===== config.mk =====
export PLATFORM = sky130hd
export DESIGN_NAME = apuf_race_evaluator_flat
export DESIGN_NICKNAME = d
export VERILOG_FILES = /design/src/rtl/apuf_pkg.sv /design/src/rtl/apuf_race_evaluator_if.sv /design/src/rtl/apuf_sync2.sv /design/src/rtl/apuf_race_evaluator.sv /design/src/flat_wrapper.sv
export SDC_FILE = /design/constraint.sdc
export NUM_CORES = 1
export LEC_CHECK = 0
export BUFFER_PORTS_ARGS = -buffer_cell sky130_fd_sc_hd__buf_4
export CAP_MARGIN = 25
export CORE_MARGIN = 5
export CORE_UTILIZATION = 35
export CTS_CLUSTER_SIZE = 16
export DETAILED_ROUTE_END_ITERATION = 12
export HOLD_SLACK_MARGIN = 0.05
export SYNTH_ARGS = -nofsm -noshare
export SYNTH_HDL_FRONTEND = slang
export SYNTH_SLANG_ARGS = --single-unit

===== constraint.sdc =====
create_clock -name clk -period 3.15 [get_ports clk]
set_input_delay 0 -clock clk [delete_from_list [all_inputs] [get_ports clk]]
set_output_delay 0 -clock clk [all_outputs]
set_load 0.02 [all_outputs]

===== src/rtl/apuf_pkg.sv =====
// Shared definitions for the arbiter-PUF race evaluator.
//   apuf_state_e : evaluator FSM states
//   apuf_clog2   : ceil(log2(v)), minimum 1, usable in constant expressions
//   PHASE_W      : width of the launch/relax phase timer
package apuf_pkg;

  typedef enum logic [1:0] {
    IDLE  = 2'd0,
    RACE  = 2'd1,
    RELAX = 2'd2,
    DONE  = 2'd3
  } apuf_state_e;

  localparam int PHASE_W = 16;

  function automatic int apuf_clog2(input int v);
    int r;
    r = 0;
    while ((1 << r) < v) begin
      r = r + 1;
    end
    if (r < 1) begin
      r = 1;
    end
    return r;
  endfunction

endpackage


===== src/rtl/apuf_race_evaluator_if.sv =====
// Challenge/response handshake bundle between the CRP controller (master)
// and the race evaluator (slave).
//   chal_in/chal_valid/chal_ready : challenge offer
//   resp_out/resp_ones/resp_valid/resp_ready : majority response return
interface apuf_race_evaluator_if #(
  parameter int CHAL_W = 64,
  parameter int NEVAL  = 15
);
  import apuf_pkg::*;

  localparam int CNT_W = apuf_clog2(NEVAL + 1);

  logic [CHAL_W-1:0] chal_in;
  logic              chal_valid;
  logic              chal_ready;
  logic              resp_out;
  logic [CNT_W-1:0]  resp_ones;
  logic              resp_valid;
  logic              resp_ready;

  modport master (
    output chal_in, chal_valid, resp_ready,
    input  chal_ready, resp_out, resp_ones, resp_valid
  );

  modport slave (
    input  chal_in, chal_valid, resp_ready,
    output chal_ready, resp_out, resp_ones, resp_valid
  );

endinterface


===== src/rtl/apuf_sync2.sv =====
// Two-flop synchroniser for asynchronous PUF taps (arbiter latch outputs).
//   clk : destination clock
//   rst : synchronous active-high reset, clears both stages
//   d   : asynchronous input bits
//   q   : synchronised output bits, two clk edges of latency
module apuf_sync2 #(
  parameter int W = 1
) (
  input  logic         clk,
  input  logic         rst,
  input  logic [W-1:0] d,
  output logic [W-1:0] q
);

  logic [W-1:0] meta_q;
  logic [W-1:0] sync_q;

  // One independent two-stage chain per bit; bits are not coherent with
  // each other, which is fine for independent latch taps.
  for (genvar gi = 0; gi < W; gi++) begin : g_bit
    always_ff @(posedge clk) begin
      if (rst) begin
        meta_q[gi] <= 1'b0;
        sync_q[gi] <= 1'b0;
      end else begin
        meta_q[gi] <= d[gi];
        sync_q[gi] <= meta_q[gi];
      end
    end
  end

  assign q = sync_q;

endmodule


===== src/rtl/apuf_race_evaluator.sv =====
// Arbiter-PUF race evaluator.  Holds an accepted challenge on the switch
// chain, launches NEVAL rising-edge races (SETTLE_CYC cycles high, then
// SETTLE_CYC cycles low), samples the synchronised arbiter output at the end
// of each high phase and returns the majority bit plus the ones count.
//   clk, rst   : clock, synchronous active-high reset
//   bus        : challenge in / response out handshakes (slave side)
//   chal_out   : registered switch control bits
//   launch     : registered race stimulus into both chain inputs
//   arb_in     : raw asynchronous arbiter latch output
//   busy       : high whenever not idle
module apuf_race_evaluator
  import apuf_pkg::*;
#(
  parameter int CHAL_W     = 64,
  parameter int NEVAL      = 15,
  parameter int SETTLE_CYC = 8
) (
  input  logic              clk,
  input  logic              rst,
  apuf_race_evaluator_if.slave bus,
  output logic [CHAL_W-1:0] chal_out,
  output logic              launch,
  input  logic              arb_in,
  output logic              busy
);

  localparam int CNT_W = apuf_clog2(NEVAL + 1);

  if (NEVAL < 1 || (NEVAL % 2) == 0) begin : g_bad_neval
    $error("apuf_race_evaluator: NEVAL must be odd and >= 1");
  end
  if (SETTLE_CYC < 4 || SETTLE_CYC > (1 << PHASE_W)) begin : g_bad_settle
    $error("apuf_race_evaluator: SETTLE_CYC out of range");
  end

  localparam logic [PHASE_W-1:0] PHASE_LAST = PHASE_W'(SETTLE_CYC - 1);
  localparam logic [CNT_W-1:0]   EVAL_LAST  = CNT_W'(NEVAL - 1);
  localparam logic [CNT_W-1:0]   HALF       = CNT_W'(NEVAL / 2);

  apuf_state_e        state_q, state_d;
  logic [PHASE_W-1:0] phase_q, phase_d;
  logic [CNT_W-1:0]   eval_q, eval_d;
  logic [CNT_W-1:0]   ones_q, ones_d;
  logic [CHAL_W-1:0]  chal_q, chal_d;
  logic               launch_q, launch_d;
  logic               resp_valid_q, resp_valid_d;
  logic               resp_out_q, resp_out_d;
  logic [CNT_W-1:0]   resp_ones_q, resp_ones_d;
  logic               arb_s;

  apuf_sync2 #(.W(1)) u_arb_sync (
    .clk (clk),
    .rst (rst),
    .d   (arb_in),
    .q   (arb_s)
  );

  always_comb begin
    state_d      = state_q;
    phase_d      = phase_q;
    eval_d       = eval_q;
    ones_d       = ones_q;
    chal_d       = chal_q;
    launch_d     = launch_q;
    resp_valid_d = resp_valid_q;
    resp_out_d   = resp_out_q;
    resp_ones_d  = resp_ones_q;

    case (state_q)
      IDLE: begin
        if (bus.chal_valid) begin
          chal_d   = bus.chal_in;
          eval_d   = '0;
          ones_d   = '0;
          phase_d  = '0;
          launch_d = 1'b1;
          state_d  = RACE;
        end
      end
      RACE: begin
        if (phase_q == PHASE_LAST) begin
          // Race window closes: the arbiter has had SETTLE_CYC cycles to
          // resolve, and arb_s already carries two cycles of sync latency.
          phase_d  = '0;
          ones_d   = ones_q + CNT_W'(arb_s);
          launch_d = 1'b0;
          state_d  = RELAX;
        end else begin
          phase_d = phase_q + 1'b1;
        end
      end
      RELAX: begin
        if (phase_q == PHASE_LAST) begin
          phase_d = '0;
          eval_d  = eval_q + 1'b1;
          if (eval_q == EVAL_LAST) begin
            state_d = DONE;
          end else begin
            launch_d = 1'b1;
            state_d  = RACE;
          end
        end else begin
          phase_d = phase_q + 1'b1;
        end
      end
      DONE: begin
        // First DONE cycle captures the result; valid rises one edge after
        // entering DONE and then holds until the consumer takes it.
        if (!resp_valid_q) begin
          resp_valid_d = 1'b1;
          resp_ones_d  = ones_q;
          resp_out_d   = (ones_q > HALF);
        end else if (bus.resp_ready) begin
          resp_valid_d = 1'b0;
          state_d      = IDLE;
        end
      end
      default: begin
        state_d = IDLE;
      end
    endcase
  end

  always_ff @(posedge clk) begin
    if (rst) begin
      state_q      <= IDLE;
      phase_q      <= '0;
      eval_q       <= '0;
      ones_q       <= '0;
      chal_q       <= '0;
      launch_q     <= 1'b0;
      resp_valid_q <= 1'b0;
      resp_out_q   <= 1'b0;
      resp_ones_q  <= '0;
    end else begin
      state_q      <= state_d;
      phase_q      <= phase_d;
      eval_q       <= eval_d;
      ones_q       <= ones_d;
      chal_q       <= chal_d;
      launch_q     <= launch_d;
      resp_valid_q <= resp_valid_d;
      resp_out_q   <= resp_out_d;
      resp_ones_q  <= resp_ones_d;
    end
  end

  assign chal_out       = chal_q;
  assign launch         = launch_q;
  assign busy           = (state_q != IDLE);
  assign bus.chal_ready = (state_q == IDLE);
  assign bus.resp_valid = resp_valid_q;
  assign bus.resp_out   = resp_out_q;
  assign bus.resp_ones  = resp_ones_q;

endmodule


===== src/flat_wrapper.sv =====
// flat-port wrapper written by rule: the top's interface ports become plain ports
module apuf_race_evaluator_flat import apuf_pkg::*;
#(
  parameter int CHAL_W     = 64,
  parameter int NEVAL      = 15,
  parameter int SETTLE_CYC = 8
)
  (clk, rst, chal_out, launch, arb_in, busy, bus_chal_in, bus_chal_valid, bus_resp_ready, bus_chal_ready, bus_resp_out, bus_resp_ones, bus_resp_valid);
  apuf_race_evaluator_if #(.CHAL_W(CHAL_W), .NEVAL(NEVAL)) bus_i ();
  input  logic clk;
  input  logic rst;
  output logic [CHAL_W-1:0] chal_out;
  output logic launch;
  input  logic arb_in;
  output logic busy;
  input wire logic [$bits(bus_i.chal_in)-1:0] bus_chal_in;
  input wire logic [$bits(bus_i.chal_valid)-1:0] bus_chal_valid;
  input wire logic [$bits(bus_i.resp_ready)-1:0] bus_resp_ready;
  output wire logic [$bits(bus_i.chal_ready)-1:0] bus_chal_ready;
  output wire logic [$bits(bus_i.resp_out)-1:0] bus_resp_out;
  output wire logic [$bits(bus_i.resp_ones)-1:0] bus_resp_ones;
  output wire logic [$bits(bus_i.resp_valid)-1:0] bus_resp_valid;
  assign bus_i.chal_in = bus_chal_in;
  assign bus_i.chal_valid = bus_chal_valid;
  assign bus_i.resp_ready = bus_resp_ready;
  assign bus_chal_ready = bus_i.chal_ready;
  assign bus_resp_out = bus_i.resp_out;
  assign bus_resp_ones = bus_i.resp_ones;
  assign bus_resp_valid = bus_i.resp_valid;
  apuf_race_evaluator #(.CHAL_W(CHAL_W), .NEVAL(NEVAL), .SETTLE_CYC(SETTLE_CYC)) u_core (.clk(clk), .rst(rst), .bus(bus_i), .chal_out(chal_out), .launch(launch), .arb_in(arb_in), .busy(busy));
endmodule

## Word level (Yosys, flattened, before mapping)

Index checks and enable logic that the tools add are counted.

| storage, ports and cells | value |
|---|---|
| register bits after elaboration | 99 |
| logic and storage cells | 63 |
| bits of input ports | 69 |
| output and inout bits | 73 |

| operators by class | value |
|---|---|
| equality and inequality tests | 11 |
| $add $sub $neg | 3 |
| order comparisons | 1 |
| bitwise logic cells | 1 |
| mux-type cells | 22 |
| reduce and logical (&&, ||, !) cells | 14 |

Operator list:

| operator | count |
|---|---|
| 16-bit 2-to-1 mux | 2 |
| 16-bit one-hot mux with 2 select lines | 1 |
| 16-bit by 1-bit adder with 16-bit output, second input constant | 1 |
| 16-bit by 3-bit == test with 1-bit output, second input constant | 1 |
| 4-bit one-hot mux with 2 select lines | 2 |
| 2-bit 2-to-1 mux | 6 |
| 4-bit 2-to-1 mux | 3 |
| 5-bit AND reduction | 2 |
| 2-bit one-hot mux with 4 select lines | 1 |
| 2-bit nonzero test | 4 |
| 1-bit 2-to-1 mux | 6 |
| 2-bit by 1-bit != test with 1-bit output, second input constant | 3 |
| 2-bit != test, second input constant | 3 |
| 2-bit AND reduction | 3 |
| 3-bit AND reduction | 2 |
| 4-bit by 1-bit adder with 4-bit output | 1 |
| 4-bit by 1-bit adder with 4-bit output, second input constant | 1 |
| 2-bit == test, second input constant | 2 |
| 4-bit == test, second input constant | 1 |
| 4-bit by 3-bit > comparator with 1-bit output, second input constant | 1 |
| 1-bit one-hot mux with 3 select lines | 1 |
| 3-bit nonzero test | 1 |
| 2-bit by 1-bit == test with 1-bit output, second input constant | 1 |
| 2-bit zero test | 1 |
| other kinds (2) | 2 |

## Logic depth before layout (Yosys ltp)

Gate-level depths: netlist of run 1.

| logic depth | value |
|---|---|
| word-level depth | 4 |
| mapped depth | 8 |
| gate-level depth less buffers | 6 |

## Cells and area by module

From an unflattened synthesis of run 1, not the netlist that was laid out.

| unflattened totals | value |
|---|---|
| cell total of the unflattened synthesis | 494 |
| area, all modules | 4003.8 um^2 |

By module, submodules not included:

| module | seq. area each (um^2) | cells an instance | area each (um^2) | instances |
|---|---|---|---|---|
| apuf_race_evaluator | 1941.9 | 490 | 3951.3 | 1 |
| apuf_sync2 | 40.0 | 4 | 52.6 | 1 |

## Worst setup path before layout of run 1

Ideal clock, no wire load.

| timing path | value |
|---|---|
| path type | register -> register |
| start | reg u_core.state_q[0] |
| end | reg u_core.phase_q[12] |
| buffers on the path | 2 |
| required time | 3.044 ns |
| period minus slack after synthesis | 1.874 ns |
| cell stages (with the launch flop) | 9 |
| setup time | 0.106 ns |
| data arrival time | 1.768 ns |
| setup slack | 1.276 ns |
| cell sequence | dfxtp_1 inv_1 ha_1 and2_1 buf_2 a21oi_2 clkbuf_1 nand3b_1 o311ai_0 |

| between the ends | value |
|---|---|
| elaborated cells on any way between the ends | 8 |
| classes of those cells | eq/ne (3); mux (1); reduce/logical (4) |

RTL lines:

| what | line | RTL |
|---|---|---|
| start, declared | apuf_race_evaluator.sv:40 | `apuf_state_e state_q, state_d;` |
| start signal, assigned | apuf_race_evaluator.sv:136 | `state_q <= state_d;` |
| 2-bit zero test (*) | -- |  |
| named net bus_chal_ready | flat_wrapper.sv:19 | `output wire logic [$bits(bus_i.chal_ready)-1:0] bus_chal_ready;` |
| 2-bit != test (no line) / 2-bit nonzero test (equally long branches) | -- |  |
| 2-bit AND reduction (no line) | -- |  |
| end signal, assigned | apuf_race_evaluator.sv:137 | `phase_q <= phase_d;` |
| end, declared | apuf_race_evaluator.sv:41 | `logic [PHASE_W-1:0] phase_q, phase_d;` |

Mark *: on every way through the listed nets, which the timed path passes. The rest lies on a longest branch.
A chain may end at the register's enable or synchronous reset.

## Final worst setup path of run 1

| timing path | value |
|---|---|
| start | reg u_core.state_q[0] |
| end | reg u_core.phase_q[2] |

| between the ends | value |
|---|---|
| word-level cells in the longest chain between the ends | 4 |
| elaborated cells on any way between the ends | 8 |
| classes of those cells | eq/ne (3); mux (1); reduce/logical (4) |

RTL lines:

| what | line | RTL |
|---|---|---|
| 2-bit by 1-bit == test with 1-bit output / 2-bit == test (equally long branches) | apuf_race_evaluator.sv:69 | `case (state_q)` |
| 2-bit OR reduction (no line) | -- |  |
| 2-bit nonzero test (no line) | -- |  |
| 2-bit AND reduction (no line) | -- |  |

Parallel ways exist; a longest one is shown, timed or not.

==> run metrics, run 1 <==
number of rows created at floorplan=40; proportion of synthesized area in mux cells=0.00701; setup clock skew after layout=0.00495 ns; area occupied by registers=1980 um^2; leakage power=0.00263 uW; Post-Synthesis Net Count=609; clock power share=0.269; share of power burned in registers=0.375; Slew headroom=0.473; critical path class=flop to flop; global placer's final weighted congestion=0.761; number of sinks driven by the clock tree=99; final routed wire length divided by cell count=14.6 um; via count normalized by instance count=5.01; slack of the worst reg-to-reg path=0.74 ns; net switching power=1480 uW; Die X-Extent=121 um; Clock Path Buffers=2; FF-to-FF End=u_core.phase_q[2]; area of the core region=12000 um^2; type of the tightest min-delay check=input port to flop; endpoint required time on the critical path=3.43 ns; minimum clock period after layout=2.41 ns; post-route antenna net violation count=0; total global routing overflow=0; min-delay src=bus_chal_valid; number of storage elements in the synthesis netlist=99; average instance area after synthesis=8.08 um^2; yosys synthesis warning count=0; area added between synthesis and finish=48.8%; worst-case vdd ir drop=0.267 mV; share of synthesized area occupied by flip-flops and latches=0.463; number of gates resized after cts=0; initial antenna violation count=0; initial core utilization=0.357; result of the run=complete, no violations; leading cell type in the layout, fill and taps excluded=nand2_1; Setup violations, final=0; fraction of registers with async set or reset after synthesis=0; area of the die=14500 um^2; number of global-route vias before repair=4178; root buffer cell=clkbuf_16; Total Wirelength=12700 um; min setup slack post-route=0.745 ns; boundary pin count=142; adder-cell share of the synthesized area=0.0292; clock insertion delay at the later pin of the skew report=0.34 ns; parity-gate share of the synthesized area counting xor and xnor cells=0; post-route total power=4080 uW; Inserted Clock Buffers=9; RSZ-0062 raised after global routing=false; setup total negative slack=0 ns; number of iterations in the first detailed-routing pass=5; Setup crit end=u_core.phase_q[2]; origin of the worst setup path=u_core.state_q[0]; Critical Path End Type=flop; cell internal pwr=2610 uW; nature of the critical path startpoint=flop; primary flip-flop cell chosen by synthesis mapping=dfxtp_1; pre-CTS setup slack=0.763 ns; Die Y-Extent=121 um; data arrival time of the critical path=2.68 ns; clock slew seen by the registers of the worst setup and hold paths=0.07 ns; antenna fix cells=0; Worst Path Max Fanout=37; Mapped Area=4280 um^2; clock tree from TritonCTS=done; power density cells=641 nW/um^2; Max-Cap Viols=0; Filler Cell Count=1116; fraction of layout cells with a size suffix above 1=0.240; Final #Nets=798; main combinational cell family by area after synthesis=simple AND/OR/NAND/NOR gates; footprint of the multi-input gates=2070 um^2; global router's overall resource usage=0.171; Yosys cell types=47; worst slew pin tran=0.790 ns; final hold violations=0; part of the power in combinational logic=0.356; Max Transition Viols Final=0; area share of and/or/nand/nor cells after synthesis=0.296; number of synthesized flops with an enable pin=0; First DRT Iteration DRCs=322; HPWL after DPL=8360 um; fraction of power spent switching nets=0.362; total via count after detailed routing=4363; fmax=0.416 GHz; share of the core filled with cells=0.531; cells on worst reg2reg path=6; number of H-tree levels=3; maximum number of pins on one net before global-route repair=112; remaining design rule violation count=0; most frequent cells in the layout=nand2_1, buf_4, dfxtp_1, a21oi_1, dlygate4sd3_1; post-placement cell count=787; Post-Layout Cell Count=871; Crit Reg-Reg Startpoint=u_core.state_q[0]; number of buffer cells added on primary ports=141; instance count of the mapped netlist=530; share of the clock period used by the worst path=0.764; global-route wire length before repair=20300 um; complex-gate fraction of the synthesized area=0.151
-- sequential cells by signal, indices dropped and copies added, names as in the netlist --
signal,flops
u_core.chal_out,64
u_core.phase_q,16
u_core.bus.resp_ones,4
u_core.eval_q,4
u_core.ones_q,4
u_core.state_q,2
u_core.bus.resp_out,1
u_core.bus.resp_valid,1
u_core.launch,1
u_core.u_arb_sync.meta_q,1
u_core.u_arb_sync.q,1
-- repair_timing --
item / CTS / global route
hold endpoints to repair: 66 / 8
buffers inserted: 0 / 0
hold buffers: 66 / 1
-- layout make-up --
type,instances,area share
clock inverters,5,0.00942
clock buffers,11,0.0365
flip-flops and latches,99,0.311
well taps,147,0.0289
multi-input cells,384,0.326
repair buffers,215,0.283
inverters,10,0.00589
-- Yosys cell counts (all sizes together) (2+ instances only) --
| cell type | count | share of area |
|---|---|---|
| or4 | 4 | 0.0070 |
| mux2i | 3 | 0.0070 |
| a211o | 2 | 0.0041 |
| buf | 14 | 0.025 |
| ha | 10 | 0.029 |
| a21oi | 77 | 0.091 |
| clkbuf | 23 | 0.020 |
| nand2b | 8 | 0.012 |
| a2bb2oi | 2 | 0.0041 |
| and2 | 2 | 0.0029 |
| and3 | 2 | 0.0029 |
| o211ai | 3 | 0.0053 |
| o21ai | 5 | 0.0058 |
| inv | 10 | 0.0088 |
| nor4 | 7 | 0.017 |
| nor3 | 5 | 0.0058 |
| nand2 | 151 | 0.13 |
| nor2b | 8 | 0.012 |
| or3 | 3 | 0.0047 |
| nand4b | 4 | 0.0082 |
| o311ai | 6 | 0.012 |
| nand3 | 19 | 0.022 |
| nand3b | 9 | 0.016 |
| and4b | 2 | 0.0050 |
| a31oi | 8 | 0.012 |
| nor2 | 19 | 0.017 |
| nand4 | 13 | 0.019 |
| dfxtp | 99 | 0.46 |
-- worst min-delay path by stage --
stage | end | slack (ns) | cells past startpoint
6_report | u_core.chal_out[35] | 0.14 | 4
5_1_grt | u_core.chal_out[42] | 0.17 | 4
4_1_cts | u_core.chal_out[41] | 0.14 | 4
3_5_place_dp | u_core.u_arb_sync.meta_q | 0.23 | 2
3_3_place_gp | u_core.u_arb_sync.meta_q | 0.22 | 2
2_1_floorplan | u_core.u_arb_sync.meta_q | 0.13 | 1
-- routing by layer --
layer / vias to the layer above / global-route usage / wire length [um]
met5: - / 0 / 0
met4: 0 / 0.0814 / 323
met3: 22 / 0.0365 / 723
met2: 127 / 0.282 / 6130
met1: 2000 / 0.212 / 5510
li1: 2214 / - / -
-- logic make-up (layout without fill, tap and decap cells) --
group | count (synthesis) | count (layout)
and+or+nand+nor | 261 | 261
buffers and inverters | 47 | 241
DFF | 99 | 99
adders and majority gates | 10 | 10
muxes | 3 | 3
AOI/OAI and AO/OA | 110 | 110
-- worst max-delay path, cell delays in order (launching register included) --
cell	delay [ns]
dfxtp_1	0.41
inv_1	0.11
ha_1	0.31
and2_2	0.45
a21oi_2	0.69
o21ai_0	0.21
a21oi_1	0.15
-- power groups by stage --
| stage | clock, uW | combinational [uW] | sequential [uW] |
|---|---|---|---|
| 3_5_place_dp | 0 | 1390 | 1560 |
| 3_3_place_gp | 0 | 1370 | 1550 |
| 6_report | 1100 | 1460 | 1530 |
| 2_1_floorplan | 0 | 677 | 1720 |
| 5_1_grt | 1190 | 1600 | 1550 |
| 4_1_cts | 1140 | 1460 | 1530 |
-- through the flow --
stage	hold slack [ns]	cell area, um^2
6_report	0.142	6370
5_1_grt	0.174	6370
4_1_cts	0.142	6330
3_5_place_dp	0.225	5380
3_3_place_gp	0.219	5380
2_1_floorplan	0.128	4280
Power figures use the tool's default switching activity.
==> inputs of run 2 (changes only) <==
==> constraint.sdc (replaced) <==
create_clock -name clk -period 2.23 [get_ports clk]
set_input_delay 0 -clock clk [delete_from_list [all_inputs] [get_ports clk]]
set_output_delay 0 -clock clk [all_outputs]
set_load 0.02 [all_outputs]
==> run 2 against run 1 <==
Critical path depth unchanged. Core utilization increased by 0.36 points. Sequential share of layout area decreased by 0.21 points. Clock power increased by 35%. Sequential cell count unchanged. Clock skew increased by 0.00057 ns. Maximum frequency increased by 20%. Register-to-register slack got worse by 0.53 ns. Die area unchanged. Wire length about the same. First-iteration DRC count decreased by 26%. Highest routed layer unchanged.
==> run metrics, run 2 (same netlist as run 1, synthesis figures left out) <==
nature of the critical path startpoint=flop; global placer's final weighted congestion=0.778; type of the tightest min-delay check=input port to flop; fmax=0.497 GHz; number of sinks driven by the clock tree=99; data arrival time of the critical path=2.29 ns; initial core utilization=0.357; remaining design rule violation count=0; via count normalized by instance count=5.01; boundary pin count=142; power density cells=900 nW/um^2; total global routing overflow=0; RSZ-0062 raised after global routing=false; setup total negative slack=0 ns; fraction of layout cells with a size suffix above 1=0.252; Filler Cell Count=1099; clock tree from TritonCTS=done; worst-case vdd ir drop=0.363 mV; leakage power=0.00266 uW; area of the die=14500 um^2; total via count after detailed routing=4392; clock slew seen by the registers of the worst setup and hold paths=0.07 ns; maximum number of pins on one net before global-route repair=67; minimum clock period after layout=2.01 ns; First DRT Iteration DRCs=238; number of rows created at floorplan=40; slack of the worst reg-to-reg path=0.22 ns; setup clock skew after layout=0.00551 ns; Final #Nets=804; share of the clock period used by the worst path=0.902; number of iterations in the first detailed-routing pass=4; root buffer cell=clkbuf_16; clock insertion delay at the later pin of the skew report=0.34 ns; endpoint required time on the critical path=2.51 ns; FF-to-FF End=u_core.eval_q[3]; most frequent cells in the layout=buf_4, nand2_1, dfxtp_1, a21oi_1, dlygate4sd3_1; Crit Reg-Reg Startpoint=u_core.phase_q[0]; Worst Path Max Fanout=11; antenna fix cells=0; number of global-route vias before repair=4227; tightest hold margin=0.145 ns; HPWL after DPL=8640 um; leading cell type in the layout, fill and taps excluded=buf_4; number of H-tree levels=3; final hold violations=0; Setup crit end=u_core.eval_q[3]; initial antenna violation count=0; worst slew pin tran=0.665 ns; area of the core region=12000 um^2; number of flip-flops in the largest register=64; Total Wirelength=12700 um; critical path class=flop to flop; result of the run=complete, no violations; post-route antenna net violation count=0; area added between synthesis and finish=49.8%; origin of the worst setup path=u_core.phase_q[0]; Max Transition Viols Final=0; Slew headroom=0.557; Clock Path Buffers=2; final routed wire length divided by cell count=14.5 um; Setup violations, final=0; Critical Path End Type=flop; global router's overall resource usage=0.172; number of buffer cells added on primary ports=141; Die Y-Extent=121 um; cells on worst reg2reg path=6; Die X-Extent=121 um; Max-Cap Viols=0; Inserted Clock Buffers=9; global-route wire length before repair=20600 um
## run 2: cell count changes in the layout (fill, tap and decap cells not counted), sizes merged
cell         delta
clkbuf          -1
dlygate4sd3     -1
buf             +7
bufinv          -1
clkinvlp        +2
## run 2: stage by stage
stage	setup slack [ns]	cell area, um^2	power [uW]	utilization	std cells
3_5_place_dp	0.151	5470	4220	0.455	795
3_3_place_gp	0.227	5470	4180	0.455	795
5_1_grt	0.0670	6420	6130	0.534	877
2_1_floorplan	0.356	4280	3390	-	530
6_report	0.219	6420	5770	0.534	877
4_1_cts	0.142	6410	5830	0.534	877
## run 2: how the worst min path moves through the flow
stage               slack [ns]                  endpoint            from  depth (start not counted)
floorplan                 0.13  u_core.u_arb_sync.meta_q          arb_in                          1
global placement          0.21  u_core.u_arb_sync.meta_q          arb_in                          2
detailed placement        0.22  u_core.u_arb_sync.meta_q          arb_in                          2
CTS                       0.14       u_core.chal_out[54]  bus_chal_valid                          4
global route              0.18       u_core.chal_out[54]  bus_chal_valid                          4
finish                    0.14       u_core.chal_out[54]  bus_chal_valid                          4
## run 2: worst max-delay path, cell delays in order, from the launching register on
cell and delay, ns:
dfxtp_1 0.41, ha_1 0.29, nor4bb_4 0.32, nand4_1 0.15
buf_4 0.20, or4_1 0.50, nand3_1 0.08
## run 2: final cells by class
class                      count  area, um^2  share of cell area
multi-input combinational    384        2080               0.324
sequential                    99        1980               0.309
timing repair buffer         221        1850               0.288
clock buffer                  10         239              0.0372
tap                          147         184              0.0287
clock inverter                 6        47.5             0.00741
inverter                      10        37.5             0.00585
## run 2: repair_timing
action | CTS | global route
setup buffers | 0 | 0
hold buffers | 66 | 0
resized for setup | 0 | 2
hold endpoints to repair | 66 | 0
setup endpoints to repair | 0 | 2
## run 2: power breakdown
part           switching (uW)  internal (uW)  total [uW]
combinational            1280            843        2130
clock                     697            797        1490
sequential                146           2010        2150
total                    2130           3650        5770
## run 2: layer usage
layer / global-route usage / wire length (um) / vias up / part of all wire
li1: - / - / 2213 / -
met1: 0.215 / 5520 / 2025 / 0.43
met5: 0 / 0 / - / 0
met4: 0.0694 / 265 / 0 / 0.021
met2: 0.289 / 6190 / 133 / 0.49
met3: 0.0360 / 717 / 21 / 0.056
